## src/rtl/sqrt_iter_p.sv

```systemverilog
// Iterative integer square root: floor(sqrt(initial_nr)), remainder and inexact/invalid flags.
// Optional round-to-nearest result with saturation when SQRT_ROUND_EN is defined.
module sqrt_iter_p #(
    parameter int WIDTH  = 32,
    parameter int STEPS  = 1,
    parameter int SIGNED = 1
) (
    input  logic                 clk,
    input  logic                 rst,
    input  logic                 start,
    input  logic [WIDTH-1:0]     initial_nr,
    output logic                 busy,
    output logic                 ready,
    output logic [WIDTH/2-1:0]   result,
    output logic [WIDTH/2:0]     remainder,
    output logic                 Cflag,
    output logic                 Oflag,
    output logic [1:0]           state_dbg
);
    localparam int H  = WIDTH / 2;
    localparam int N  = H / STEPS;
    localparam int RW = H + 2;
    localparam int CW = $clog2(N + 1);

    // Handshake: start is a level sampled only in IDLE; ready is high for the whole
    // DONE state and falls on the first edge that sees start low.
    typedef enum logic [1:0] {IDLE = 2'd0, CALC = 2'd1, DONE = 2'd2} state_t;

    state_t                 state_q, state_d;
    logic [CW-1:0]          cnt_q, cnt_d;
    logic [WIDTH-1:0]       rad_q, rad_d;
    logic signed [RW-1:0]   rem_q, rem_d;
    logic [H-1:0]           root_q, root_d;
    logic [H-1:0]           result_q, result_d;
    logic [H:0]             remainder_q, remainder_d;
    logic                   cflag_q, cflag_d;
    logic                   oflag_q, oflag_d;

    logic signed [RW-1:0]   r, fix;
    logic [H-1:0]           q;
    logic [WIDTH-1:0]       d;

    always_comb begin
        state_d     = state_q;
        cnt_d       = cnt_q;
        rad_d       = rad_q;
        rem_d       = rem_q;
        root_d      = root_q;
        result_d    = result_q;
        remainder_d = remainder_q;
        cflag_d     = cflag_q;
        oflag_d     = oflag_q;

        // Non-restoring recurrence; modulo-RW arithmetic is exact since every
        // partial remainder fits RW signed bits.
        r = rem_q;
        q = root_q;
        d = rad_q;
        for (int s = 0; s < STEPS; s++) begin
            if (!r[RW-1])
                r = ((r <<< 2) | RW'(d[WIDTH-1 -: 2])) - {q, 2'b01};
            else
                r = ((r <<< 2) | RW'(d[WIDTH-1 -: 2])) + {q, 2'b11};
            q = {q[H-2:0], ~r[RW-1]};
            d = d << 2;
        end
        fix = r[RW-1] ? (r + {1'b0, q, 1'b1}) : r;

        case (state_q)
            IDLE: begin
                if (start) begin
                    if ((SIGNED != 0) && initial_nr[WIDTH-1]) begin
                        state_d     = DONE;
                        result_d    = '0;
                        remainder_d = '0;
                        cflag_d     = 1'b0;
                        oflag_d     = 1'b1;
                    end else begin
                        state_d = CALC;
                        cnt_d   = '0;
                        rad_d   = initial_nr;
                        rem_d   = '0;
                        root_d  = '0;
                    end
                end
            end
            CALC: begin
                rad_d  = d;
                rem_d  = r;
                root_d = q;
                cnt_d  = cnt_q + 1'b1;
                if (cnt_q == CW'(N - 1)) begin
                    state_d     = DONE;
                    remainder_d = (H + 1)'(fix);
                    cflag_d     = (fix != '0);
                    result_d    = q;
                    oflag_d     = 1'b0;
`ifdef SQRT_ROUND_EN
                    if ($unsigned(fix) > RW'(q)) begin
                        if (q == '1) begin
                            result_d = '1;
                            oflag_d  = 1'b1;
                        end else begin
                            result_d = q + 1'b1;
                        end
                    end
`endif
                end
            end
            DONE: begin
                if (!start) state_d = IDLE;
            end
            default: state_d = IDLE;
        endcase
    end

    always_ff @(posedge clk or negedge rst) begin
        if (!rst) begin
            state_q     <= IDLE;
            cnt_q       <= '0;
            rad_q       <= '0;
            rem_q       <= '0;
            root_q      <= '0;
            result_q    <= '0;
            remainder_q <= '0;
            cflag_q     <= 1'b0;
            oflag_q     <= 1'b0;
        end else begin
            state_q     <= state_d;
            cnt_q       <= cnt_d;
            rad_q       <= rad_d;
            rem_q       <= rem_d;
            root_q      <= root_d;
            result_q    <= result_d;
            remainder_q <= remainder_d;
            cflag_q     <= cflag_d;
            oflag_q     <= oflag_d;
        end
    end

    assign busy      = (state_q == CALC);
    assign ready     = (state_q == DONE);
    assign result    = result_q;
    assign remainder = remainder_q;
    assign Cflag     = cflag_q;
    assign Oflag     = oflag_q;
    assign state_dbg = state_q;
endmodule

```

## config.mk

```make
export PLATFORM = sky130hd
export DESIGN_NAME = sqrt_iter_p
export DESIGN_NICKNAME = d
export VERILOG_FILES = /design/src/rtl/sqrt_iter_p.sv
export SDC_FILE = /design/constraint.sdc
export NUM_CORES = 1
export LEC_CHECK = 0
export ABC_AREA = 0
export BUFFER_PORTS_ARGS = -buffer_cell sky130_fd_sc_hd__buf_2
export CAP_MARGIN = 20
export CORE_ASPECT_RATIO = 0.75
export CORE_MARGIN = 2
export CORE_UTILIZATION = 25
export CTS_BUF_LIST = sky130_fd_sc_hd__clkbuf_2
export DETAILED_ROUTE_END_ITERATION = 7
export HOLD_SLACK_MARGIN = 0.05
export SYNTH_ARGS = -nofsm -noshare
export SYNTH_HDL_FRONTEND = slang
export SYNTH_SLANG_ARGS = --single-unit
```

## constraint.sdc

```tcl
create_clock -name clk -period 12.7 [get_ports clk]
set_input_delay 2.54 -clock clk [delete_from_list [all_inputs] [get_ports clk]]
set_output_delay 2.54 -clock clk [all_outputs]
set_load 0.01 [all_outputs]
```

== Yosys cells after proc, flatten, opt, wreduce, memory -nomap -nowiden ==
Cells that the tools add are included.
Cells by class
  $add $sub $neg: 4
  eq/ne operators: 8
  multiplexer cells: 35
  bitwise operators: 2
  reduce and logical (&&, ||, !) cells: 6
Operator list (number)
  2-to-1 mux 16 bit: 5
  2-to-1 mux 18 bit: 4
  2-to-1 mux 32 bit: 2
  case mux 16 bit (2 select lines): 2
  case mux 32 bit (2 select lines): 1
  2-to-1 mux 17 bit: 3
  case mux 18 bit (2 select lines): 1
  case mux 17 bit (2 select lines): 1
  adder 18 x 17 -> 18 bit: 1
  adder 18 bit: 1
  bitwise OR 18 x 2 -> 18 bit: 1
  nonzero test 18 bit: 1
  subtractor 18 bit: 1
  2-to-1 mux 5 bit: 2
  case mux 5 bit (2 select lines): 1
  2-to-1 mux 2 bit: 4
  != test 2 bit, second input constant: 4
  2-to-1 mux 1 bit: 6
  case mux 2 bit (3 select lines): 1
  AND reduction 3 bit: 2
  adder 5 x 1 -> 5 bit, second input constant: 1
  equality test 5 x 4 -> 1 bit, second input constant: 1
  case mux 1 bit (2 select lines): 2
  AND reduction 4 bit: 1
  other kinds (6): 6
Word-level totals
  bits in registers: 108
  bits of input ports: 35
  output and inout port bits: 39
  logic and storage cells: 64

== Longest topological paths before layout ==
  word-level depth: 9
  mapped depth: 22
  depth with buffers taken out: 19

== Least setup slack after synthesis ==
Ideal clock, no wire load.
  kind: register to register
  from: register rem_q[17]
  to: register cflag_q (netlist: Cflag)
  data arrival time: 4.587 ns
  setup slack: 7.976 ns
  cell stages (with the launch flop): 19
  buffers on the path: 3
  clock period less this slack: 4.724 ns
  path through: dfrtp_1 > buf_2 > buf_1 > xnor2_1 > ha_1 > a2111oi_0 > a21oi_1 > xor2_1 > ha_1 > clkbuf_1 > a21o_1 > o21bai_1 > a211oi_1 > xnor2_1 > mux2_2 > a2111oi_4 > nand4_1 > nor4bb_1 > o211ai_1
Between the ends
  cells in the longest elaborated chain, start to end: 7
RTL lines
  from (decl): RTL line 32  | logic signed [RW-1:0] rem_q, rem_d;
  from (signal assigned): RTL line 132  | rem_q <= rem_d;
  2-to-1 mux 18 bit *: RTL line 60  | if (!r[RW-1])
  NOT 1 bit: RTL line 64  | q = {q[H-2:0], ~r[RW-1]};
  adder 18 x 17 -> 18 bit: RTL line 67  | fix = r[RW-1] ? (r + {1'b0, q, 1'b1}) : r;
  2-to-1 mux 18 bit *: RTL line 67
  nonzero test 18 bit *: RTL line 95  | cflag_d = (fix != '0);
  2-to-1 mux 1 bit *: RTL line 92  | if (cnt_q == CW'(N - 1)) begin
  case mux 1 bit (2 select lines) *: RTL line 69  | case (state_q)
  to (signal assigned): RTL line 136  | cflag_q <= cflag_d;
  to (decl): RTL line 36  | logic cflag_q, cflag_d;
Mark *: on every way between the ends. The rest lies on a longest branch, timed or not. The select of a mux whose other input is x is not followed.
A chain may end at the register's enable or synchronous reset.

== Worst setup path after layout ==
Ends and elaborated chain as after synthesis.

==> impl_results.md <==
* Status: finished, final reports clean
* Post-cts resize count at 0
* Yosys top cell area share at 42.54%
* Syn avg cell area at 9.911 µm²
* Total CTS buffers at 9
* Final Hold Vio Count at 0
* Initial core utilization at 25.34%
* I/O pin count at 74
* RSZ-0062 raised after global routing: no
* Initial antenna violation count at 1
* Crit path max-delay cell type: dfrtp_1
* PortBufs at 73
* Clk buf depth at 2
* H-tree levels at 3
* Via/cell ratio at 5.019
* CTS Hold Bufs at 0
* Hold Crit Start: remainder[16]
* Yosys reg bits at 107
* Maxcap violations at 0
* Die Wd at 187.2 µm
* Drt drc at 0
* Drt first-iter violations at 577
* Reg2reg start: rem_q[17]
* Slew Limit Headroom at 29.07%
* Placer Congestion at 0.8692
* Clock skew at 51.24 ps
* Synth top area cells: dfrtp_1 43%, a22o_1 7.1%, ha_1 6.8%
* Total clock sinks at 107
* CTS root buf: clkbuf_2
* FP Rows at 50
* Syn. warnings at 0
* Share of the yosys chip area belonging to registers at 42.54%
* Tcrit/Tclk final at 44.38%
* Tmin final at 5637 ps
* Syn Inst Count at 635
* # Post-CTS Setup Buffers at 0
* Setup WS post-layout at 7063 ps
* Most used flip-flop cell after synthesis: dfrtp_1
* Placement Setup Slack at 7160 ps
* Largest net degree at the start of global routing at 63
* Worst skew pair latency at 670 ps
* HPWL Detailed at 12,280 µm
* Crit. Startpoint: rem_q[17]
* Critical Path RT at 13,230 ps
* WS Path Type: reg -> reg
* Final setup viols at 0
* Most common cell in the netlist: dfrtp_1
* Worst-Margin Slew at 1064 ps
* Average wire per standard cell at 16.72 µm
* Post-synthesis cell type count at 63
* Async set-reset flop share out of synthesis at 100.0%
* Crit-path cells: xnor2_1 -> ha_1 -> nor2b_1 -> o31ai_1 -> a21boi_0 -> ha_1 -> a21oi_1 -> a21oi_1 -> a211oi_1 -> xnor2_1 -> mux2_2 -> a2111oi_4 -> nand4_1 -> nor4bb_1 -> o211ai_1
* Layout Nets at 759
* Antenna viol nets, final at 0
* EDFF count, synth at 0
* Syn_nets at 704
* Min-delay worst type: reg -> reg
* CTS tree: built
* Final Max Slew Viols at 0
* DIE AREA at 0.02647 mm²
* DRT Pass-1 Iters at 5
* Arr. time, crit path at 6170 ps
* P&R area growth vs syn at 13.64%
* Routed vias at 5,190
* CP endpoint kind: flip-flop
* Die height at 141.4 µm
* Total track usage at 13.36%
* Worst setup SP type: flip-flop
* Critical path peak fanout at 18
* Crit path max-delay family: compound AO/OA/AOI/OAI gates
* Clock Pin Slew Worst Setup and Hold Paths at 290 ps
* Total grt overflow at 0
* Placeable Area at 0.02484 mm²
* Setup_tns at 0 ps
* Vias in the first global route at 4,902
* Post-Route WL at 17,290 µm
* Cell Area, Synth at 0.006294 mm²
* Layout cells sized above 1 at 15.97%
* Combined buffer and inverter count along the critical path at 0
* First-pass GRT wire length at 27,850 µm
* Cell taking the most area after synthesis: dfrtp_1
* Max incr delay on CP at 1120 ps
* Post-synth top cells: 107 x dfrtp_1, 56 x nand2_1, 51 x a22o_1, 44 x inv_1, 41 x o21ai_0
* Fmax at 177.4 MHz
## metal layers
metal | up-vias | share of wire [%] | GRT usage, %
li1 | 2482 | - | -
met2 | 182 | 38 | 17.30
met3 | 11 | 8.5 | 4.625
met4 | 0 | 0.66 | 2.799
met5 | - | 0 | 0
met1 | 2515 | 53 | 20.74
## layout by cell type, fill, tap and decap left out, types with 12 or more instances in the layout
| cell | instances |
|---|---|
| ha_1 | 34 |
| nor2_1 | 21 |
| a21oi_1 | 35 |
| dfrtp_1 | 107 |
| a222oi_1 | 29 |
| a21o_1 | 12 |
| inv_1 | 44 |
| nand2_1 | 56 |
| xnor2_1 | 33 |
| nand3_1 | 12 |
| buf_2 | 72 |
| a22o_1 | 51 |
| o21ai_0 | 41 |
## kinds of logic (layout without fill, tap and decap cells)
logic type	count (synthesis)	in the layout	synth area share, %
xor+xnor	44	44	6.779
fa+ha+maj	34	34	6.759
other cells	0	1	0
compound gates	221	221	26.40
flops	107	107	42.54
mux	10	10	1.710
simple gates	137	137	10.76
buf+inv	82	142	5.050
## state kept, by name (all words and copies together), names as in the netlist
name,count
rad_q,32
rem_q,17
remainder,17
result,16
root_q,16
cnt_q,5
state_dbg,2
Cflag,1
Oflag,1
## through the flow
stage               cell area, µm²  util (%)  hold slack (ps)  instances
floorplan                     6294         -            449.8        635
global placement              7018     28.26            455.7       1017
detailed placement            7018     28.26            463.7       1017
CTS                           7149     28.79            520.8       1033
global route                  7152     28.80            536.0       1034
finish                        7152     28.80            510.0       1034
## worst min-delay path: stages (launching register included)
cell	delay [ps]
dfrtp_1	410
nand2_1	50
nand2_1	50
## layout make-up
cell class	count	area (µm²)
inverters	45	168.9
flip-flops and latches	107	2678
well taps	338	422.9
fillers	2647	17680
multi-input cells	446	3321
clock buffers	9	45.04
diodes	1	2.502
repair buffers	81	427.9
clock inverters	7	86.33
## path summary, 6_finish.rpt
| path | endpoint | slack, ps | cells past startpoint |
|---|---|---|---|
| worst max-delay path | Cflag | 7060 | 15 |
| worst min-delay path | remainder[16] | 510 | 2 |
| worst max register to register | Cflag | 7060 | 15 |
| worst min register to register | remainder[16] | 510 | 2 |
| max in group asynchronous | cnt_q[2] | 9610 | 2 |
| min in group asynchronous | remainder[9] | 1830 | 1 |
Power is not shown: default switching activity piles up to over one toggle a cycle in this logic, so the estimate is an artifact.
